===== config.mk =====
export PLATFORM = sky130hd
export DESIGN_NAME = multicycle_controller
export DESIGN_NICKNAME = d
export VERILOG_FILES = /design/src/rtl/multicycle_controller.sv
export SDC_FILE = /design/constraint.sdc
export NUM_CORES = 1
export LEC_CHECK = 0
export BUFFER_PORTS_ARGS = -buffer_cell sky130_fd_sc_hd__buf_4
export CORE_ASPECT_RATIO = 0.9
export CORE_MARGIN = 2
export CORE_UTILIZATION = 48
export DETAILED_ROUTE_END_ITERATION = 8
export MAX_ROUTING_LAYER = met4
export PLACE_DENSITY = 0.88
export SETUP_SLACK_MARGIN = 0.2
export SYNTH_ARGS = -nofsm -noshare
export SYNTH_HDL_FRONTEND = slang
export SYNTH_SLANG_ARGS = --single-unit

===== constraint.sdc =====
create_clock -name clk -period 4.2 [get_ports clk]
set_input_delay 0 -clock clk [delete_from_list [all_inputs] [get_ports clk]]
set_output_delay 0 -clock clk [all_outputs]
set_load 0.02 [all_outputs]

===== src/rtl/multicycle_controller.sv =====
// Multicycle MIPS-subset control unit: a Moore FSM sequences fetch, decode, execute and writeback.
// Branch pc_write is the only output qualified combinationally (by the ALU zero flag).
module multicycle_controller (
  input  logic       clk,
  input  logic       rst,
  input  logic [5:0] opcode,
  input  logic [5:0] function_,
  input  logic       zero,
  output logic       pc_write,
  output logic       i_or_d,
  output logic       mem_read,
  output logic       mem_write,
  output logic       ir_write,
  output logic       reg_write,
  output logic [1:0] reg_dst,
  output logic [1:0] write_data,
  output logic       alu_src_a,
  output logic [1:0] alu_src_b,
  output logic [2:0] alu_operation,
  output logic [1:0] pc_src,
  output logic [3:0] state_out
);

  typedef enum logic [3:0] {
    S_IF    = 4'd0,
    S_ID    = 4'd1,
    S_MADDR = 4'd2,
    S_MRD   = 4'd3,
    S_LWWB  = 4'd4,
    S_MWR   = 4'd5,
    S_REX   = 4'd6,
    S_RWB   = 4'd7,
    S_BEQ   = 4'd8,
    S_BNE   = 4'd9,
    S_JMP   = 4'd10,
    S_JAL   = 4'd11,
    S_JR    = 4'd12,
    S_IEX   = 4'd13,
    S_IWB   = 4'd14
  } state_t;

  localparam logic [5:0] OP_RTYPE = 6'b000000;
  localparam logic [5:0] OP_LW    = 6'b100011;
  localparam logic [5:0] OP_SW    = 6'b101011;
  localparam logic [5:0] OP_BEQ   = 6'b000100;
  localparam logic [5:0] OP_BNE   = 6'b000101;
  localparam logic [5:0] OP_J     = 6'b000010;
  localparam logic [5:0] OP_JAL   = 6'b000011;
  localparam logic [5:0] OP_ADDI  = 6'b001000;
  localparam logic [5:0] OP_SLTI  = 6'b001010;

  localparam logic [5:0] FN_JR  = 6'b001000;
  localparam logic [5:0] FN_ADD = 6'b100000;
  localparam logic [5:0] FN_SUB = 6'b100010;
  localparam logic [5:0] FN_AND = 6'b100100;
  localparam logic [5:0] FN_OR  = 6'b100101;
  localparam logic [5:0] FN_SLT = 6'b101010;

  localparam logic [2:0] ALU_AND = 3'b000;
  localparam logic [2:0] ALU_OR  = 3'b001;
  localparam logic [2:0] ALU_ADD = 3'b010;
  localparam logic [2:0] ALU_SUB = 3'b110;
  localparam logic [2:0] ALU_SLT = 3'b111;

  state_t state_q;
  state_t state_d;

  always_ff @(posedge clk or negedge rst) begin
    if (!rst) state_q <= S_IF;
    else      state_q <= state_d;
  end

  always_comb begin
    state_d = S_IF;
    case (state_q)
      S_IF: state_d = S_ID;
      S_ID: begin
        case (opcode)
          OP_LW, OP_SW:     state_d = S_MADDR;
          OP_RTYPE:         state_d = (function_ == FN_JR) ? S_JR : S_REX;
          OP_BEQ:           state_d = S_BEQ;
          OP_BNE:           state_d = S_BNE;
          OP_J:             state_d = S_JMP;
          OP_JAL:           state_d = S_JAL;
          OP_ADDI, OP_SLTI: state_d = S_IEX;
          default:          state_d = S_IF;
        endcase
      end
      // Opcode is held in the instruction register, so it is still valid here.
      S_MADDR: state_d = (opcode == OP_LW) ? S_MRD : S_MWR;
      S_MRD:   state_d = S_LWWB;
      S_REX:   state_d = S_RWB;
      S_IEX:   state_d = S_IWB;
      default: state_d = S_IF;
    endcase
  end

  always_comb begin
    pc_write      = 1'b0;
    i_or_d        = 1'b0;
    mem_read      = 1'b0;
    mem_write     = 1'b0;
    ir_write      = 1'b0;
    reg_write     = 1'b0;
    reg_dst       = 2'b00;
    write_data    = 2'b00;
    alu_src_a     = 1'b0;
    alu_src_b     = 2'b00;
    alu_operation = 3'b000;
    pc_src        = 2'b00;
    // Gating on rst keeps every strobe low for the whole reset pulse, even mid-instruction.
    if (rst) begin
      case (state_q)
        S_IF: begin
          mem_read      = 1'b1;
          ir_write      = 1'b1;
          alu_src_b     = 2'b01;
          alu_operation = ALU_ADD;
          pc_write      = 1'b1;
        end
        S_ID: begin
          alu_src_b     = 2'b11;
          alu_operation = ALU_ADD;
        end
        S_MADDR: begin
          alu_src_a     = 1'b1;
          alu_src_b     = 2'b10;
          alu_operation = ALU_ADD;
        end
        S_MRD: begin
          mem_read = 1'b1;
          i_or_d   = 1'b1;
        end
        S_LWWB: begin
          reg_write  = 1'b1;
          write_data = 2'b10;
        end
        S_MWR: begin
          mem_write = 1'b1;
          i_or_d    = 1'b1;
        end
        S_REX: begin
          alu_src_a = 1'b1;
          case (function_)
            FN_ADD:  alu_operation = ALU_ADD;
            FN_SUB:  alu_operation = ALU_SUB;
            FN_AND:  alu_operation = ALU_AND;
            FN_OR:   alu_operation = ALU_OR;
            FN_SLT:  alu_operation = ALU_SLT;
            default: alu_operation = ALU_ADD;
          endcase
        end
        S_RWB: begin
          reg_write = 1'b1;
          reg_dst   = 2'b01;
        end
        S_BEQ, S_BNE: begin
          alu_src_a     = 1'b1;
          alu_operation = ALU_SUB;
          pc_src        = 2'b01;
          pc_write      = (state_q == S_BEQ) ? zero : !zero;
        end
        S_JMP: begin
          pc_src   = 2'b10;
          pc_write = 1'b1;
        end
        // PC was already incremented in IF, so the link value written to $31 is PC+4.
        S_JAL: begin
          pc_src     = 2'b10;
          pc_write   = 1'b1;
          reg_write  = 1'b1;
          reg_dst    = 2'b10;
          write_data = 2'b01;
        end
        S_JR: begin
          pc_src   = 2'b11;
          pc_write = 1'b1;
        end
        S_IEX: begin
          alu_src_a     = 1'b1;
          alu_src_b     = 2'b10;
          alu_operation = (opcode == OP_SLTI) ? ALU_SLT : ALU_ADD;
        end
        S_IWB: begin
          reg_write = 1'b1;
        end
        default: ;
      endcase
    end
  end

  assign state_out = state_q;

endmodule

==> results.ini, run 1 <==
[layout]
nets=163
diodes=0
stdcell_count=161
syn2layout_area_growth_pct=37.3
postLayoutCellArea_mm2=0.00102
fill_cells=122
drive_gt1_frac=0.301
largest_reg_flops=4
fin_util=0.704

[detailed_routing]
post-route-drc-count=0
wl_per_cell_um=13.5
wirelength_um=2170
via_per_inst=5.96
routed-via-count=960
drtIter0Drc=48
drtPass1Iterations=4
ant_nets=0

[logic_synthesis]
avgSynthCellArea_um2=6.40
netlist-cell-type-count=44
ys_seq_elements=4
syn_nets=131
ys_seq_area_frac=0.135
synth_warnings=0
async_flop_share=1.00
post-synth-top-count-cell=nor2_1
synth_top_cell_area_share=0.135
syn_area_um2=742
synth_common_cells=nor2_1, nand2_1, a21oi_1, nor3_1, nor2b_1
synth_area_leader_cell=dfrtp_1
synth_flop_cell=dfrtp_1
synth_area_leaders=dfrtp_1, nor2_1, nand2_1
synth_edf_count=0
syn_inst=116

[clocking]
cts_hold_buf=1
cts.clk_slew.worst_paths_ns=0.04
clock_path_buffers=2
clock-sinks=4
cts_setup_buffers=0
cts_root_buf=clkbuf_4
clk_latency_ns=0.25
htree_levels=1
cts_made_buffers=3
cts_resized=0
tritoncts=built

[global_route]
track_usage=0.259
grt_max_degree=21
use_met1=0.282
grt.busiest_layer=met2
grt_pass1_vias=787
antenna_found_initial=0
grt_overflow=0
grt_pass1_wl_um=3260
globalRouteMet3Util=0.0302
met2_usage=0.444

[place]
hpwl_um=1650
dpl_cell_area_um2=986
gp_congestion=0.881
numPlacedInstances=157
port_buffers=36

[die]
core-area_mm2=0.00145
ios=37
die-width_um=45.4
die_y_um=41.3
die-area_mm2=0.00188
fp-row-count=13
initial_core_util=0.513

[critical_path]
r2r_start=state_out[2]$_DFF_PN0_
end_kind=primary output
crit_fanout=20
critPathKind=register to primary output
worst-endpoint-required_ns=4.20
startpoint_type=register
critical_path.startpoint=state_out[2]$_DFF_PN0_
crit_arrival_ns=2.17

[sta]
skew_ns=0.00841
rsz0062_at_grt=no
slew_viol_final=0
hold_viol_final=0
max_slew_margin=0.584
tns_ns=0
fin_crit_ns=2.17
fmax_mhz=461
period_share=0.517
worstMarginPinSlew_ns=0.624
setup-violations-final=0

[pwr]
power.leakage_nw=0.449
ir_worst_vdd_mv=0.235
power_w=0.000253
powerDensity_mw_per_mm2=248

[flow_run]
cap_violations=0

[worst_hold_path]
hold_path_class=input pin to register
min_from=opcode[4]

[status]
outcome=completed

-- worst max-delay path, stage by stage (launching register included) --
cell,delay [ns]
dfrtp_1,0.73
nor4bb_1,0.45
nand4_1,0.16
or2_1,0.22
a31oi_1,0.18
buf_4,0.17
-- report_power, final --
part / switching (W) / internal [W] / leakage (nW)
clock: 0.0000202 / 0.0000322 / 0.0138
combinational: 0.0000741 / 0.0000595 / 0.382
sequential: 0.0000234 / 0.0000431 / 0.0535
-- per-stage QoR --
stage / worst slack (ns) / hold WS (ns)
after CTS: 2.07 / 0.0870
final: 2.03 / 0.0809
after floorplan: 2.29 / -0.296
after global placement: 2.41 / -0.171
after detailed placement: 2.34 / -0.167
after global routing: 1.86 / 0.105
-- cells by family after synthesis --
kind of cell,after synthesis,synth area share
buffers and inverters,15,0.0860
AO/OA/AOI/OAI,29,0.260
AND/OR/NAND/NOR,63,0.457
XOR/XNOR,3,0.0354
multiplexers,2,0.0270
flip-flops,4,0.135
-- worst paths after layout --
path	to	slack (ns)	cells past startpoint
max	alu_operation[0]	2.03	5
min	state_out[0]$_DFF_PN0_	0.08	3
max reg2reg	state_out[2]$_DFF_PN0_	2.51	4
min reg2reg	state_out[0]$_DFF_PN0_	0.74	1
max in group asynchronous	state_out[0]$_DFF_PN0_	3.93	2
min in group asynchronous	state_out[1]$_DFF_PN0_	0.12	2
-- cells in the final DEF, fill, tap and decap left out, types with 2 or more instances in the layout --
| master | n |
|---|---|
| nor2_1 | 16 |
| a21oi_1 | 7 |
| o21ai_1 | 4 |
| or2_1 | 2 |
| a211oi_1 | 2 |
| nor3b_1 | 2 |
| dfrtp_1 | 4 |
| clkbuf_4 | 3 |
| nand2b_1 | 4 |
| o21ai_0 | 3 |
| mux2i_1 | 2 |
| nor2b_1 | 6 |
| buf_4 | 36 |
| nand3_1 | 4 |
| a31oi_1 | 4 |
| nand2_1 | 10 |
| nand4_1 | 2 |
| inv_1 | 4 |
| nor3_1 | 7 |
| xnor2_1 | 2 |
-- layout make-up --
type	instances	area [um^2]	area share
multi-input cells	97	578	0.568
repair buffers	37	280	0.275
flip-flops and latches	4	100	0.0983
clock buffers	3	22.5	0.0221
inverters	5	18.8	0.0184
well taps	15	18.8	0.0184
-- metal layers --
layer	vias up	part of all wire
met1	426	0.41
met5	-	0
met4	0	0.038
met3	9	0.060
met2	44	0.49
li1	481	-
(Power assumes the default switching activity.)
==> run 2, diff against run 1 <==
--- a/config.mk
+++ b/config.mk
@@ -8,10 +8,10 @@
 export BUFFER_PORTS_ARGS = -buffer_cell sky130_fd_sc_hd__buf_4
 export CORE_ASPECT_RATIO = 0.9
 export CORE_MARGIN = 2
-export CORE_UTILIZATION = 48
+export CORE_UTILIZATION = 41
 export DETAILED_ROUTE_END_ITERATION = 8
 export MAX_ROUTING_LAYER = met4
-export PLACE_DENSITY = 0.88
+export PLACE_DENSITY = 0.81
 export SETUP_SLACK_MARGIN = 0.2
 export SYNTH_ARGS = -nofsm -noshare
 export SYNTH_HDL_FRONTEND = slang
==> constraint.sdc (replaced) <==
create_clock -name clk -period 1.7 [get_ports clk]
set_input_delay 0 -clock clk [delete_from_list [all_inputs] [get_ports clk]]
set_output_delay 0 -clock clk [all_outputs]
set_load 0.02 [all_outputs]
==> run 2 against run 1 <==
The run now ends with negative setup slack left. Utilization grew 12 points. Clock power grew 130%. Total power grew to 3.0 times the previous value. Count of clock-buffer cells in the layout is the same. Critical endpoint unchanged. Critical path type unchanged. Routed wire length grew 48%. Highest routed layer unchanged. Flip-flop and latch count is the same. Combinational power grew to 3.7 times the previous value. Register-to-register slack lost 2.3 ns.
==> results.ini, run 2 (same netlist as run 1, synthesis figures left out) <==
[global_route]
grt_overflow=0
track_usage=0.219
grt_pass1_wl_um=3710
grt_pass1_vias=906
antenna_found_initial=0
grt_max_degree=19

[critical_path]
r2r_start=state_out[1]$_DFF_PN0_
end_kind=primary output
critical_path.startpoint=state_out[0]$_DFF_PN0_
cp_slowest_cell=dfrtp_2
crit_arrival_ns=1.72
cpPeakStageDelay_ns=0.43
worst-endpoint-required_ns=1.70
crit_fanout=2
critPathKind=register to primary output
startpoint_type=register
cp_cell_sequence=nor4bb_4 -> nand4_1 -> or2_1 -> a31oi_4 -> buf_6

[place]
numPlacedInstances=174
port_buffers=36
post-place-ws_ns=0.202
dpl_cell_area_mm2=0.00110
hpwl_um=1780
gp_congestion=0.836

[pwr]
p_clk_frac=0.162
p_sw_frac=0.473
combPwrFrac=0.664
ir_worst_vdd_mv=0.459
power.leakage_nw=0.575
power.internal_w=0.000394
pwr-share-seq=0.174
switchingPower_w=0.000354
powerDensity_mw_per_mm2=542

[detailed_routing]
routed-via-count=1109
wirelength_um=3220
wl_per_cell_um=16.9
ant_nets=0
post-route-drc-count=0
via_per_inst=5.84
drtPass1Iterations=4
drtIter0Drc=43

[layout]
diodes=0
largest_reg_flops=4
stdcell_count=190
layout_commonest_cell=buf_4
final_cell_mix=buf_4, nor2_1, nand2_1
nets=183
drive_gt1_frac=0.506
postLayoutCellArea_mm2=0.00138
fin_util=0.821
syn2layout_area_growth_pct=86.0

[die]
die-width_um=48.8
initial_core_util=0.441
ios=37
fp-row-count=14
core-area_mm2=0.00168
die-area_mm2=0.00217
die_y_um=44.4

[status]
violations=negative setup slack
outcome=complete, but fails checks

[clocking]
cts.clk_slew.worst_paths_ns=0.04
cts_root_buf=clkbuf_4
clk_latency_ns=0.24
clock-sinks=4
htree_levels=1
cts_made_buffers=3
clock_path_buffers=2
tritoncts=built

[sta]
setup-violations-final=1
skew_ns=0.00943
tns_ns=-0.0183
fmax_mhz=582
period_share=1.01
rsz0062_at_grt=yes
fin_crit_ns=1.72
hold_viol_final=0
timing.final.ws_setup_ns=-0.0183
worstMarginPinSlew_ns=0.390
slew_viol_final=0
max_slew_margin=0.736

[worst_hold_path]
min_from=opcode[4]
hold_path_class=input pin to register

[flow_run]
cap_violations=0

[run 2: cell types whose count changed in the layout (fill, tap and decap cells not counted), moves of 2 or more]
cell,previous run,this run
a21oi_1,7,5
dfrtp_2,0,4
a21oi_2,0,2
nor3_4,0,2
buf_6,0,6
nor2_1,16,14
buf_8,0,4
a31oi_1,4,2
a31oi_4,0,2
nor3_1,7,4
dfrtp_1,4,0
buf_4,36,45
[run 2: final timing paths]
check / depth (start not counted) / endpoint / slack [ns]
setup / recovery: 5 / alu_operation[0] / -0.02
hold / removal: 3 / state_out[0]$_DFF_PN0_ / 0.11
setup reg to reg: 3 / state_out[0]$_DFF_PN0_ / 0.17
hold reg to reg: 2 / state_out[0]$_DFF_PN0_ / 0.68
max in group asynchronous: 2 / state_out[2]$_DFF_PN0_ / 1.37
min in group asynchronous: 2 / state_out[3]$_DFF_PN0_ / 0.16
[run 2: repair_timing]
item | 4_1_cts | 5_1_grt
buffers inserted | 2 | 10
pin swaps | 4 | 6
endpoints found under the setup margin | 6 | 9
gates cloned | 0 | 0
endpoints found under the hold margin | 4 | 0
gates resized for setup | 10 | 24
hold buffers | 1 | 0
[run 2: cell type report]
class	count	area [um^2]
multi-input combinational	97	706
timing repair buffer	57	495
fill	112	302
sequential	4	105
tap	24	30.0
clock buffer	3	22.5
inverter	5	21.3
[run 2: power by group through the flow]
| stage | Clock [W] | Combinational [W] | Sequential, W |
|---|---|---|---|
| after floorplan | 0 | 0.000267 | 0.000134 |
| after global placement | 0 | 0.000392 | 0.000118 |
| after detailed placement | 0 | 0.000401 | 0.000120 |
| after CTS | 0.000120 | 0.000428 | 0.000125 |
| after global routing | 0.000132 | 0.000528 | 0.000131 |
| final | 0.000121 | 0.000497 | 0.000130 |
[run 2: critical path: cells and delay by family (launching register included)]
kind	cells	cell delay, ns
AOI/OAI and AO/OA	1	0.16
and+or+nand+nor	3	0.75
buffers and inverters	1	0.14
DFF	1	0.43
[run 2: per-stage QoR]
| stage | total power, W | hold WS [ns] |
|---|---|---|
| 2_1_floorplan | 0.000401 | -0.296 |
| 3_3_place_gp | 0.000510 | -0.170 |
| 3_5_place_dp | 0.000521 | -0.170 |
| 4_1_cts | 0.000673 | 0.0970 |
| 5_1_grt | 0.000791 | 0.115 |
| 6_report | 0.000748 | 0.110 |
[run 2: per-layer routing]
| metal | up-vias | wire (um) | track usage |
|---|---|---|---|
| li1 | 520 | - | - |
| met1 | 525 | 1330 | 0.238 |
| met2 | 54 | 1690 | 0.427 |
| met3 | 10 | 140 | 0.0203 |
| met4 | 0 | 57 | 0.0686 |
| met5 | - | 0 | - |
==> run 3, diff against run 2 <==
--- a/config.mk
+++ b/config.mk
@@ -10,6 +10,7 @@
 export CORE_MARGIN = 2
 export CORE_UTILIZATION = 41
 export DETAILED_ROUTE_END_ITERATION = 8
+export HOLD_SLACK_MARGIN = 0.15
 export MAX_ROUTING_LAYER = met4
 export PLACE_DENSITY = 0.81
 export SETUP_SLACK_MARGIN = 0.2
==> run 3 against run 2 <==
The flow now finishes without violations. Setup slack better by 0.081 ns. Hold slack better by 0.048 ns. Global-route usage is 2.0 points higher. Largest power group unchanged. Die area stayed put.
==> results.ini, run 3 (same netlist as run 1, synthesis figures left out) <==
[status]
outcome=completed

[sta]
fmax_mhz=611
hold_viol_final=0
fin_crit_ns=1.64
period_share=0.963
slew_viol_final=0
rsz0062_at_grt=yes
worstMarginPinSlew_ns=0.364
setup-violations-final=0
max_slew_margin=0.754
skew_ns=0.00493

[global_route]
grt_overflow=0
track_usage=0.239
grt_pass1_vias=911
antenna_found_initial=0
grt_max_degree=19
grt_pass1_wl_um=3970

[place]
gp_congestion=0.836
port_buffers=36
hpwl_um=1780
numPlacedInstances=174

[flow_run]
cap_violations=0

[die]
die-width_um=48.8
die_y_um=44.4
ios=37
die-area_mm2=0.00217
initial_core_util=0.441
core-area_mm2=0.00168
fp-row-count=14

[critical_path]
end_kind=primary output
startpoint_type=register
crit_fanout=18
crit_arrival_ns=1.64
worst-endpoint-required_ns=1.70
critPathKind=register to primary output
rrSetupSlack_ns=0.17

[detailed_routing]
post-route-drc-count=0
ant_nets=0
drtIter0Drc=29
wirelength_um=2850
wl_per_cell_um=15.2
via_per_inst=5.87
routed-via-count=1098
drtPass1Iterations=5

[pwr]
ir_worst_vdd_mv=0.520
powerDensity_mw_per_mm2=536
power.leakage_nw=0.559

[clocking]
htree_levels=1
clock-sinks=4
cts_made_buffers=3
tritoncts=built
clk_latency_ns=0.24
cts_root_buf=clkbuf_4
cts.clk_slew.worst_paths_ns=0.04
clock_path_buffers=2

[layout]
drive_gt1_frac=0.491
nets=180
stdcell_count=187
layout_commonest_cell=buf_4
largest_reg_flops=4
diodes=0
final_cell_mix=buf_4, nor2_1, nand2_1
syn2layout_area_growth_pct=82.8
fin_util=0.807

[worst_hold_path]
hold_path_class=input pin to register

-- run 3: layout make-up --
cell class | count | area, um^2
clock buffer | 3 | 22.5
sequential | 4 | 104
fill | 114 | 325
timing repair buffer | 54 | 453
inverter | 5 | 23.8
multi-input combinational | 97 | 723
tap | 24 | 30.0
-- run 3: final timing paths --
check                                       start                     end  cells after the start
max                        state_out[0]$_DFF_PN0_        alu_operation[0]                      6
min                                     opcode[4]  state_out[2]$_DFF_PN0_                      3
max reg2reg                state_out[1]$_DFF_PN0_  state_out[0]$_DFF_PN0_                      3
min reg2reg                state_out[2]$_DFF_PN0_  state_out[0]$_DFF_PN0_                      2
max in group asynchronous                     rst  state_out[2]$_DFF_PN0_                      3
min in group asynchronous                     rst  state_out[3]$_DFF_PN0_                      3
-- run 3: repair_timing --
action / in CTS / in global routing
hold buffers: 4 / 0
buffers inserted: 2 / 4
setup endpoints to repair: 6 / 9
gates resized for setup: 10 / 23
pin swaps: 4 / 3
endpoints found under the hold margin: 5 / 0
-- run 3: report_power, final --
| group | internal, W | total (W) | switching, W |
|---|---|---|---|
| clock | 0.0000789 | 0.000117 | 0.0000386 |
| sequential | 0.000110 | 0.000125 | 0.0000151 |
| combinational | 0.000196 | 0.000485 | 0.000289 |
| total | 0.000385 | 0.000728 | 0.000343 |
-- run 3: metrics by stage --
step	cell area [um^2]	hold slack (ns)	setup slack [ns]	TNS (ns)	power, W
2_1_floorplan	811	-0.296	0.188	0	0.000401
3_3_place_gp	1100	-0.170	0.232	0	0.000510
3_5_place_dp	1100	-0.170	0.202	0	0.000521
4_1_cts	1220	0.151	0.0226	0	0.000678
5_1_grt	1360	0.176	-0.0379	-0.0379	0.000777
6_report	1360	0.158	0.0627	0	0.000728
-- run 3: routing by layer --
metal,GRT usage,share of wire
met2,0.458,0.53
met3,0.0507,0.059
met1,0.250,0.38
met4,0.0686,0.027
met5,-,0
-- run 3: critical path: stages, from the launching register on --
cell and delay, ns:
dfrtp_2 0.38, buf_6 0.21, nand2b_2 0.13, nor3_1 0.19, nand3_1 0.15, a31oi_4 0.20, buf_6 0.13
